### src/rtl/muldiv_unit_if.sv
// muldiv_unit_if: request/response bundle between the EX stage and muldiv_unit.
//  master (pipeline side): drives flush, in_valid, funct3, a, b, tag_in, out_ready;
//                          observes in_ready, out_valid, result, tag_out.
//  slave  (muldiv_unit):   the mirror image of master.
interface muldiv_unit_if #(
  parameter int WIDTH = 32,
  parameter int TAG_W = 5
);
  logic             flush;
  logic             in_valid;
  logic             in_ready;
  logic [2:0]       funct3;
  logic [WIDTH-1:0] a;
  logic [WIDTH-1:0] b;
  logic [TAG_W-1:0] tag_in;
  logic             out_valid;
  logic             out_ready;
  logic [WIDTH-1:0] result;
  logic [TAG_W-1:0] tag_out;

  modport master (
    output flush, in_valid, funct3, a, b, tag_in, out_ready,
    input  in_ready, out_valid, result, tag_out
  );

  modport slave (
    input  flush, in_valid, funct3, a, b, tag_in, out_ready,
    output in_ready, out_valid, result, tag_out
  );
endinterface

### src/rtl/muldiv_unit.sv
// muldiv_unit: iterative RV32M multiply/divide unit (radix-2 shift-add multiply,
// restoring divide), one bit per clock, WIDTH iterations per operation.
//  clk     : clock, rising edge
//  reset_n : asynchronous active-low reset
//  bus     : muldiv_unit_if.slave -- flush, in_valid/in_ready/funct3/a/b/tag_in request,
//            out_valid/out_ready/result/tag_out response
// Divide-by-zero and signed overflow are answered straight from the accept cycle.
module muldiv_unit #(
  parameter int WIDTH = 32,
  parameter int TAG_W = 5
) (
  input logic           clk,
  input logic           reset_n,
  muldiv_unit_if.slave  bus
);
  localparam int CNT_W = $clog2(WIDTH);
  localparam logic [WIDTH-1:0] ZERO  = {WIDTH{1'b0}};
  localparam logic [WIDTH-1:0] ONES  = {WIDTH{1'b1}};
  localparam logic [WIDTH-1:0] MIN_S = {1'b1, {(WIDTH-1){1'b0}}};
  localparam logic [WIDTH:0]   ONE_X = {{WIDTH{1'b0}}, 1'b1};

  typedef enum logic [1:0] {
    IDLE = 2'd0,
    BUSY = 2'd1,
    FIX  = 2'd2,
    DONE = 2'd3
  } state_e;

  state_e           state_q, state_d;
  logic [CNT_W-1:0] cnt_q, cnt_d;
  logic [2:0]       op_q, op_d;
  logic             neg_q, neg_d;
  logic [WIDTH-1:0] acc_q, acc_d;       // product high half / partial remainder
  logic [WIDTH-1:0] lo_q, lo_d;         // multiplier -> product low half / dividend -> quotient
  logic [WIDTH-1:0] mb_q, mb_d;         // magnitude of b
  logic [WIDTH-1:0] result_q, result_d;
  logic [TAG_W-1:0] tag_q, tag_d;
  logic [TAG_W-1:0] tag_out_q, tag_out_d;
  logic             out_valid_q, out_valid_d;

  logic             in_ready_s, accept_s;
  logic             a_sgn_s, b_sgn_s, a_neg_s, b_neg_s;
  logic [WIDTH:0]   a_mag_x_s, b_mag_x_s;
  logic             div_zero_s, ovf_s;
  logic [WIDTH-1:0] special_res_s;
  logic [WIDTH:0]   mul_sum_s, mul_sel_s, shifted_s, div_diff_s;
  logic             div_ge_s;
  logic [WIDTH:0]   lo_neg_s, hi_neg_s;
  logic             hi_cin_s;
  logic [WIDTH-1:0] lo_fix_s, hi_fix_s, fix_res_s;
  logic             unused_s;

  assign in_ready_s = (state_q == IDLE) & ~bus.flush;
  assign accept_s   = bus.in_valid & in_ready_s;

  // Operand decode at accept: signedness, magnitudes and the two short-circuit cases.
  always_comb begin
    a_sgn_s = 1'b0;
    b_sgn_s = 1'b0;
    case (bus.funct3)
      3'b000, 3'b001, 3'b100, 3'b110: begin a_sgn_s = 1'b1; b_sgn_s = 1'b1; end
      3'b010:                         begin a_sgn_s = 1'b1; b_sgn_s = 1'b0; end
      default:                        begin a_sgn_s = 1'b0; b_sgn_s = 1'b0; end
    endcase
    a_neg_s   = a_sgn_s & bus.a[WIDTH-1];
    b_neg_s   = b_sgn_s & bus.b[WIDTH-1];
    a_mag_x_s = a_neg_s ? ({1'b0, ~bus.a} + ONE_X) : {1'b0, bus.a};
    b_mag_x_s = b_neg_s ? ({1'b0, ~bus.b} + ONE_X) : {1'b0, bus.b};
    div_zero_s = bus.funct3[2] & (bus.b == ZERO);
    ovf_s      = bus.funct3[2] & ~bus.funct3[0] & (bus.a == MIN_S) & (bus.b == ONES);
    if (div_zero_s) begin
      special_res_s = bus.funct3[1] ? bus.a : ONES;
    end else begin
      special_res_s = bus.funct3[1] ? ZERO : bus.a;
    end
  end

  // One iteration of multiply (add-then-shift) and restoring divide (shift-then-subtract).
  always_comb begin
    mul_sum_s  = {1'b0, acc_q} + {1'b0, mb_q};
    mul_sel_s  = lo_q[0] ? mul_sum_s : {1'b0, acc_q};
    shifted_s  = {acc_q, lo_q[WIDTH-1]};
    div_ge_s   = (shifted_s >= {1'b0, mb_q});
    div_diff_s = shifted_s - {1'b0, mb_q};
  end

  // Sign fix-up: the low half negation carries into the high half for products;
  // for division the high half (remainder) is negated on its own.
  always_comb begin
    lo_neg_s  = {1'b0, ~lo_q} + ONE_X;
    hi_cin_s  = op_q[2] ? 1'b1 : lo_neg_s[WIDTH];
    hi_neg_s  = {1'b0, ~acc_q} + {{WIDTH{1'b0}}, hi_cin_s};
    lo_fix_s  = neg_q ? lo_neg_s[WIDTH-1:0] : lo_q;
    hi_fix_s  = neg_q ? hi_neg_s[WIDTH-1:0] : acc_q;
    case (op_q)
      3'b000, 3'b100, 3'b101:         fix_res_s = lo_fix_s;
      3'b001, 3'b010, 3'b011,
      3'b110, 3'b111:                 fix_res_s = hi_fix_s;
      default:                        fix_res_s = lo_fix_s;
    endcase
  end

  // Carry-outs that are provably zero or not needed.
  assign unused_s = ^{a_mag_x_s[WIDTH], b_mag_x_s[WIDTH], div_diff_s[WIDTH], hi_neg_s[WIDTH]};

  // Next-state logic for the controller and datapath; flush overrides everything.
  always_comb begin
    state_d     = state_q;
    cnt_d       = cnt_q;
    op_d        = op_q;
    neg_d       = neg_q;
    acc_d       = acc_q;
    lo_d        = lo_q;
    mb_d        = mb_q;
    result_d    = result_q;
    tag_d       = tag_q;
    tag_out_d   = tag_out_q;
    out_valid_d = out_valid_q;
    if (bus.flush) begin
      state_d     = IDLE;
      out_valid_d = 1'b0;
    end else begin
      case (state_q)
        IDLE: begin
          if (accept_s) begin
            op_d  = bus.funct3;
            tag_d = bus.tag_in;
            if (div_zero_s | ovf_s) begin
              result_d    = special_res_s;
              tag_out_d   = bus.tag_in;
              out_valid_d = 1'b1;
              state_d     = DONE;
            end else begin
              acc_d   = ZERO;
              lo_d    = a_mag_x_s[WIDTH-1:0];
              mb_d    = b_mag_x_s[WIDTH-1:0];
              neg_d   = (bus.funct3[2] & bus.funct3[1]) ? a_neg_s : (a_neg_s ^ b_neg_s);
              cnt_d   = CNT_W'(WIDTH - 1);
              state_d = BUSY;
            end
          end else begin
            state_d = IDLE;
          end
        end
        BUSY: begin
          if (op_q[2]) begin
            acc_d = div_ge_s ? div_diff_s[WIDTH-1:0] : shifted_s[WIDTH-1:0];
            lo_d  = {lo_q[WIDTH-2:0], div_ge_s};
          end else begin
            acc_d = mul_sel_s[WIDTH:1];
            lo_d  = {mul_sel_s[0], lo_q[WIDTH-1:1]};
          end
          if (cnt_q == {CNT_W{1'b0}}) begin
            state_d = FIX;
          end else begin
            cnt_d = cnt_q - CNT_W'(1);
          end
        end
        FIX: begin
          result_d    = fix_res_s;
          tag_out_d   = tag_q;
          out_valid_d = 1'b1;
          state_d     = DONE;
        end
        DONE: begin
          if (bus.out_ready) begin
            out_valid_d = 1'b0;
            state_d     = IDLE;
          end else begin
            out_valid_d = 1'b1;
          end
        end
        default: begin
          state_d     = IDLE;
          out_valid_d = 1'b0;
        end
      endcase
    end
  end

  // State and datapath registers.
  always_ff @(posedge clk or negedge reset_n) begin
    if (!reset_n) begin
      state_q     <= IDLE;
      cnt_q       <= {CNT_W{1'b0}};
      op_q        <= 3'b000;
      neg_q       <= 1'b0;
      acc_q       <= ZERO;
      lo_q        <= ZERO;
      mb_q        <= ZERO;
      result_q    <= ZERO;
      tag_q       <= {TAG_W{1'b0}};
      tag_out_q   <= {TAG_W{1'b0}};
      out_valid_q <= 1'b0;
    end else begin
      state_q     <= state_d;
      cnt_q       <= cnt_d;
      op_q        <= op_d;
      neg_q       <= neg_d;
      acc_q       <= acc_d;
      lo_q        <= lo_d;
      mb_q        <= mb_d;
      result_q    <= result_d;
      tag_q       <= tag_d;
      tag_out_q   <= tag_out_d;
      out_valid_q <= out_valid_d;
    end
  end

  assign bus.in_ready  = in_ready_s;
  assign bus.out_valid = out_valid_q;
  assign bus.result    = result_q;
  assign bus.tag_out   = tag_out_q;
endmodule

### src/flat_wrapper.sv
// flat-port wrapper written by rule: the top's interface ports become plain ports
module muldiv_unit_flat 
#(
  parameter int WIDTH = 32,
  parameter int TAG_W = 5
)
  (clk, reset_n, bus_flush, bus_in_valid, bus_funct3, bus_a, bus_b, bus_tag_in, bus_out_ready, bus_in_ready, bus_out_valid, bus_result, bus_tag_out);
  muldiv_unit_if #(.WIDTH(WIDTH), .TAG_W(TAG_W)) bus_i ();
  input logic clk;
  input logic reset_n;
  input wire logic [$bits(bus_i.flush)-1:0] bus_flush;
  input wire logic [$bits(bus_i.in_valid)-1:0] bus_in_valid;
  input wire logic [$bits(bus_i.funct3)-1:0] bus_funct3;
  input wire logic [$bits(bus_i.a)-1:0] bus_a;
  input wire logic [$bits(bus_i.b)-1:0] bus_b;
  input wire logic [$bits(bus_i.tag_in)-1:0] bus_tag_in;
  input wire logic [$bits(bus_i.out_ready)-1:0] bus_out_ready;
  output wire logic [$bits(bus_i.in_ready)-1:0] bus_in_ready;
  output wire logic [$bits(bus_i.out_valid)-1:0] bus_out_valid;
  output wire logic [$bits(bus_i.result)-1:0] bus_result;
  output wire logic [$bits(bus_i.tag_out)-1:0] bus_tag_out;
  assign bus_i.flush = bus_flush;
  assign bus_i.in_valid = bus_in_valid;
  assign bus_i.funct3 = bus_funct3;
  assign bus_i.a = bus_a;
  assign bus_i.b = bus_b;
  assign bus_i.tag_in = bus_tag_in;
  assign bus_i.out_ready = bus_out_ready;
  assign bus_in_ready = bus_i.in_ready;
  assign bus_out_valid = bus_i.out_valid;
  assign bus_result = bus_i.result;
  assign bus_tag_out = bus_i.tag_out;
  muldiv_unit #(.WIDTH(WIDTH), .TAG_W(TAG_W)) u_core (.clk(clk), .reset_n(reset_n), .bus(bus_i));
endmodule
### config.mk
export PLATFORM = sky130hd
export DESIGN_NAME = muldiv_unit_flat
export DESIGN_NICKNAME = d
export VERILOG_FILES = /design/src/rtl/muldiv_unit_if.sv /design/src/rtl/muldiv_unit.sv /design/src/flat_wrapper.sv
export SDC_FILE = /design/constraint.sdc
export NUM_CORES = 1
export LEC_CHECK = 0
export BUFFER_PORTS_ARGS = -buffer_cell sky130_fd_sc_hd__buf_2
export CORE_UTILIZATION = 57
export CTS_BUF_LIST = sky130_fd_sc_hd__clkbuf_2 sky130_fd_sc_hd__clkbuf_4 sky130_fd_sc_hd__clkbuf_8
export DETAILED_ROUTE_END_ITERATION = 8
export PLACE_DENSITY = 0.86
export SETUP_SLACK_MARGIN = 0.2
export SLEW_MARGIN = 25
export SYNTH_ARGS = -nofsm -noshare
export SYNTH_HDL_FRONTEND = slang
export SYNTH_SLANG_ARGS = --single-unit
### constraint.sdc
create_clock -name clk -period 4.7 [get_ports clk]
set_input_delay 0.47 -clock clk [delete_from_list [all_inputs] [get_ports clk]]
set_output_delay 0.47 -clock clk [all_outputs]
set_load 0.05 [all_outputs]
# Yosys cells after proc, flatten, opt, wreduce, memory -nomap -nowiden

Cells that the tools add are included.

Word-level logic and storage cells: 123
Output and inout bits: 39
Register bits after elaboration: 150

Add/subtract/negate cells: 7
$lt $le $gt $ge: 1
Reduce and logical (&&, ||, !) cells: 19
Multiplexer cells: 43
Bitwise logic cells: 18
Equality and inequality tests: 24

Operator list:

| operator                                            | count |
|---|---|
| 2-to-1 mux 32 bit                                   | 16 |
| case mux 32 bit (2 select lines)                    | 4 |
| NOT 32 bit                                          | 4 |
| adder 32 x 1 -> 32 bit, second input constant       | 2 |
| equality test 32 bit, second input constant         | 2 |
| adder 32 x 1 -> 33 bit, second input constant       | 1 |
| adder 32 x 32 -> 33 bit                             | 1 |
| greater-or-equal comparator 33 x 32 -> 1 bit        | 1 |
| 2-to-1 mux 33 bit                                   | 1 |
| adder 32 x 1 -> 32 bit                              | 1 |
| logical NOT 32 bit                                  | 1 |
| subtractor 32 bit                                   | 1 |
| 2-to-1 mux 5 bit                                    | 5 |
| case mux 5 bit (2 select lines)                     | 2 |
| equality test 3 bit, second input constant          | 6 |
| AND reduction 4 bit                                 | 3 |
| 2-to-1 mux 2 bit                                    | 5 |
| OR reduction 5 bit                                  | 2 |
| bitwise AND 1 bit                                   | 9 |
| equality test 3 x 2 -> 1 bit, second input constant | 3 |
| 2-to-1 mux 1 bit                                    | 8 |
| case mux 2 bit (4 select lines)                     | 1 |
| equality test 3 x 1 -> 1 bit, second input constant | 2 |
| logical NOT 3 bit                                   | 2 |
| other kinds (20)                                    | 29 |

# Depth between registers and ports, before layout

Depth in word-level cells: 9
Depth in mapped cells: 21
Depth with buffers taken out: 19

# Worst setup path before layout

OpenSTA, ideal clock, no wires.

Path type: register -> register
Start: reg u_core.lo_q[0]
End: reg u_core.result_q[29], in the netlist u_core.bus.result[29]
Buffers on the path: 2
Setup slack: 0.041 ns
Data arrival time: 4.533 ns
Data required time: 4.574 ns
Period minus slack after synthesis: 4.659 ns
Stages on the path, launching flop included: 20
Library setup time: 0.126 ns
Cells stage by stage: dfrtp_1 > clkbuf_1 > clkinv_1 > clkbuf_1 > ha_1 > nand3_1 > or2_2 > or3_1 > nand2b_1 > o31ai_1 > ha_1 > or3b_2 > nor4_2 > nand3_1 > or3_1 > o41ai_1 > xor2_1 > o22ai_1 > a31oi_1 > a21oi_1

Word-level cells in the longest chain between the ends: 7
Elaborated cells between the ends (all ways): 8
Classes of those cells: add/sub (2); mux (5); bitwise (1)

RTL lines:

| element                            | RTL line           | source |
|---|---|---|
| start: declaration                 | muldiv_unit.sv:34  | `logic [WIDTH-1:0] lo_q, lo_d;` |
| start signal: assignment           | muldiv_unit.sv:201 | `lo_q <= lo_d;` |
| NOT 32 bit *                       | muldiv_unit.sv:90  | `lo_neg_s = {1'b0, ~lo_q} + ONE_X;` |
| adder 32 x 1 -> 33 bit *           | muldiv_unit.sv:90  |  |
| 2-to-1 mux 1 bit                   | muldiv_unit.sv:91  | `hi_cin_s = op_q[2] ? 1'b1 : lo_neg_s[WIDTH];` |
| adder 32 x 1 -> 32 bit             | muldiv_unit.sv:92  | `hi_neg_s = {1'b0, ~acc_q} + {{WIDTH{1'b0}}, hi_cin_s};` |
| 2-to-1 mux 32 bit                  | muldiv_unit.sv:94  | `hi_fix_s = neg_q ? hi_neg_s[WIDTH-1:0] : acc_q;` |
| case mux 32 bit (2 select lines) * | muldiv_unit.sv:95  | `case (op_q)` |
| case mux 32 bit (2 select lines) * | muldiv_unit.sv:123 | `case (state_q)` |
| end signal: assignment             | muldiv_unit.sv:203 | `result_q <= result_d;` |
| end: declaration                   | muldiv_unit.sv:36  | `logic [WIDTH-1:0] result_q, result_d;` |

Every way passes the cells marked *; elsewhere a longest branch is shown, timed or not.
A chain may end at the register's enable or synchronous reset.

# Worst setup path after layout

Start: reg u_core.lo_q[10]
End: reg u_core.result_q[28], in the netlist u_core.bus.result[28]

Same word-level chain as after synthesis.

==> results.json <==
{
  "status": "complete, no violations",
  "grt_start_max_net_pins": 82,
  "critical_path_buf_inv_count": 2,
  "synth.most_common_cell": "nand2_1",
  "powerDensity_nw_per_um2": 743.6,
  "worst_slack_ns": 0.2630,
  "slowest_delay_ns": 0.55,
  "cp.required_ns": 5.10,
  "area_growth_pct": 10.74,
  "root_buffer": "clkbuf_8",
  "crit_arrival_ns": 4.84,
  "critPathLaunchType": "flop",
  "portBuffers": 115,
  "boundaryPins": 116,
  "crit_path_top_delay_cell": "or4_4",
  "dieArea_um2": 25520,
  "drive_above_1_share_pct": 13.02,
  "hold_buffers": 0,
  "setup_viol_count_final": 0,
  "avgSynthCellArea_um2": 7.743,
  "slew_viol_final": 0,
  "cts.sinks": 150,
  "leakage_uw": 0.006856,
  "period_share_pct": 94.40,
  "worstSetupPathType": "flop to flop",
  "cts_buffers": 17,
  "final_antenna_net_count": 0,
  "power_uw": 11680,
  "final_cells": 2236,
  "synthFlopType": "dfrtp_1",
  "hold_violations": 0,
  "die_h_um": 159.8,
  "dpl.hpwl_um": 31710,
  "grt_overflow_total": 0,
  "path_cells": "or4_4 > or3_4 > or3_4 > nand2b_4 > o31ai_4 > ha_2 > buf_4 > ha_1 > nand2b_1 > nor4_1 > buf_4 > a31oi_2 > a21oi_2 > o21ai_0 > xor2_1 > nand2_1 > o211ai_1 > o21ai_0 > a21oi_1",
  "grt_setup_unrepaired": "yes",
  "synth_edf_count": 0,
  "tightest_slew_ns": 1.101,
  "path_max_fanout": 4,
  "synth_top_cells_by_count": "nand2_1, o21ai_0, a21oi_1",
  "core_area_um2": 24390,
  "start_util_pct": 58.16,
  "maxCapViolations": 0,
  "place_congestion": 0.9639,
  "wl_um": 43070,
  "die_w_um": 159.8,
  "hold_path.class": "input port to async pin",
  "netlist_instances": 1832,
  "viasPerCell": 6.440,
  "tritoncts": "built",
  "synth.area.top_cells": "dfrtp_1, o21ai_0, ha_1, nand2_1, xnor2_1",
  "clock.fmax_mhz": 225.4,
  "grt_first_pass_wirelength_um": 69450,
  "r2r_start": "u_core.lo_q[10]$_DFFE_PN0P_",
  "slew_headroom_pct": 26.01,
  "fin_nets": 2054,
  "synth_area_leader_cell": "dfrtp_1",
  "netlist.area_leader.share_pct": 26.46,
  "worstSkewPairLatency_ns": 0.48,
  "synth-seq-cells": 150,
  "synth_area_um2": 14180,
  "whs_ns": 0.005393,
  "regToRegSetupSlack_ns": 0.26,
  "diodes": 0,
  "cts.htree.levels": 4,
  "synth_fp_nets": 1987,
  "drt_iter0_markers": 1682,
  "postSynth.asyncResetShare_pct": 100.0,
  "finClkSkew_ns": 0.02398,
  "firstDrtPassIters": 6,
  "grt_pass1_vias": 13350,
  "yosysSeqAreaShare_pct": 26.46,
  "clockBufferDepth": 2,
  "wire_per_inst_um": 19.26,
  "ir_drop_uv": 367.7,
  "fp-row-count": 57,
  "path_delay_family": "simple AND/OR/NAND/NOR gates",
  "grt_usage_pct": 33.72,
  "final_core_util_pct": 64.40,
  "dp_slack_ns": -0.02649,
  "antenna_found_initial": 0,
  "vias": 14400,
  "rr_endpoint": "u_core.bus.result[28]$_DFFE_PN0P_",
  "synth_cell_types": 72,
  "post-route-drc-count": 0,
  "r2r_cells": 19,
  "clk_pin_slew_ns": 0.11,
  "dp.cells": 2203,
  "ys_warn_count": 0,
  "crit_path_end_kind": "flop",
  "period_needed_ns": 4.437
}
routing by layer:
layer / GRT usage [%] / vias up / part of all wire [%]
li1: - / 6728 / -
met1: 47.59 / 6711 / 43
met2: 53.85 / 856 / 45
met3: 4.545 / 105 / 9.8
met4: 9.572 / 0 / 2.5
met5: 0 / - / 0
timing repair:
action | 4_1_cts | 5_1_grt
pin swaps | 4 | 3
setup endpoints to repair | 6 | 10
gates cloned | 0 | 0
buffers inserted | 1 | 0
resized for setup | 8 | 12
cells in the final DEF, fill, tap and decap left out, drive strengths merged, types with 34 or more instances in the layout:
| cell type | instances |
|---|---|
| a21o | 35 |
| a21oi | 154 |
| buf | 156 |
| dfrtp | 150 |
| ha | 76 |
| inv | 74 |
| mux2i | 52 |
| nand2 | 236 |
| nor2 | 140 |
| o211ai | 39 |
| o21ai | 209 |
| o31ai | 34 |
| xnor2 | 100 |
| xor2 | 73 |
sequential cells by signal (all words and copies together), names as in the netlist:
| signal | flops |
|---|---|
| u_core.bus.result | 32 |
| u_core.neg_q | 1 |
| u_core.state_q | 2 |
| u_core.cnt_q | 5 |
| u_core.mb_q | 32 |
| u_core.tag_q | 5 |
| u_core.bus.tag_out | 5 |
| u_core.acc_q | 32 |
| u_core.op_q | 3 |
| u_core.bus.out_valid | 1 |
| u_core.lo_q | 32 |
worst max-delay path by stage:
stage	to	depth (start not counted)	slack, ns	startpoint
2_1_floorplan	u_core.bus.result[29]$_DFFE_PN0P_	19	0.20	u_core.lo_q[0]$_DFFE_PN0P_
3_3_place_gp	u_core.bus.result[25]$_DFFE_PN0P_	16	0.08	u_core.lo_q[10]$_DFFE_PN0P_
3_5_place_dp	u_core.bus.result[25]$_DFFE_PN0P_	16	-0.03	u_core.lo_q[10]$_DFFE_PN0P_
4_1_cts	u_core.bus.result[25]$_DFFE_PN0P_	16	0.20	u_core.lo_q[10]$_DFFE_PN0P_
5_1_grt	u_core.bus.result[26]$_DFFE_PN0P_	19	0.13	u_core.lo_q[10]$_DFFE_PN0P_
6_report	u_core.bus.result[28]$_DFFE_PN0P_	19	0.26	u_core.lo_q[10]$_DFFE_PN0P_
final cells by class:
class / instances / area (um2)
clock buffers: 18 / 241.5
clock inverters: 14 / 222.7
fillers: 2083 / 8683
inverters: 74 / 277.8
multi-input cells: 1500 / 9853
flip-flops and latches: 150 / 3755
well taps: 324 / 405.4
repair buffers: 156 / 952.2
kinds of logic (layout without fill, tap and decap cells):
logic type                 Yosys count  count (layout)  synth area share [%]
AOI/OAI and AO/OA                  608             608                 26.53
and+or+nand+nor                    552             552                 17.71
buffers and inverters              182             262                 5.116
xor gates and xnor gates           173             173                 10.68
DFF                                150             150                 26.46
adders and majority gates           98              98                 8.397
muxes                               69              69                 5.098
power breakdown:
part	internal (uW)	switching (uW)
Combinational	2950	4950
Sequential	1860	704
Clock	646	571
through the flow:
step	setup TNS, ns	instance area [um2]
after detailed placement	-0.02899	15130
after CTS	0	15640
after global placement	0	15130
after global routing	0	15710
final	0	15710
after floorplan	0	14200
Power figures use the tool's default switching activity.
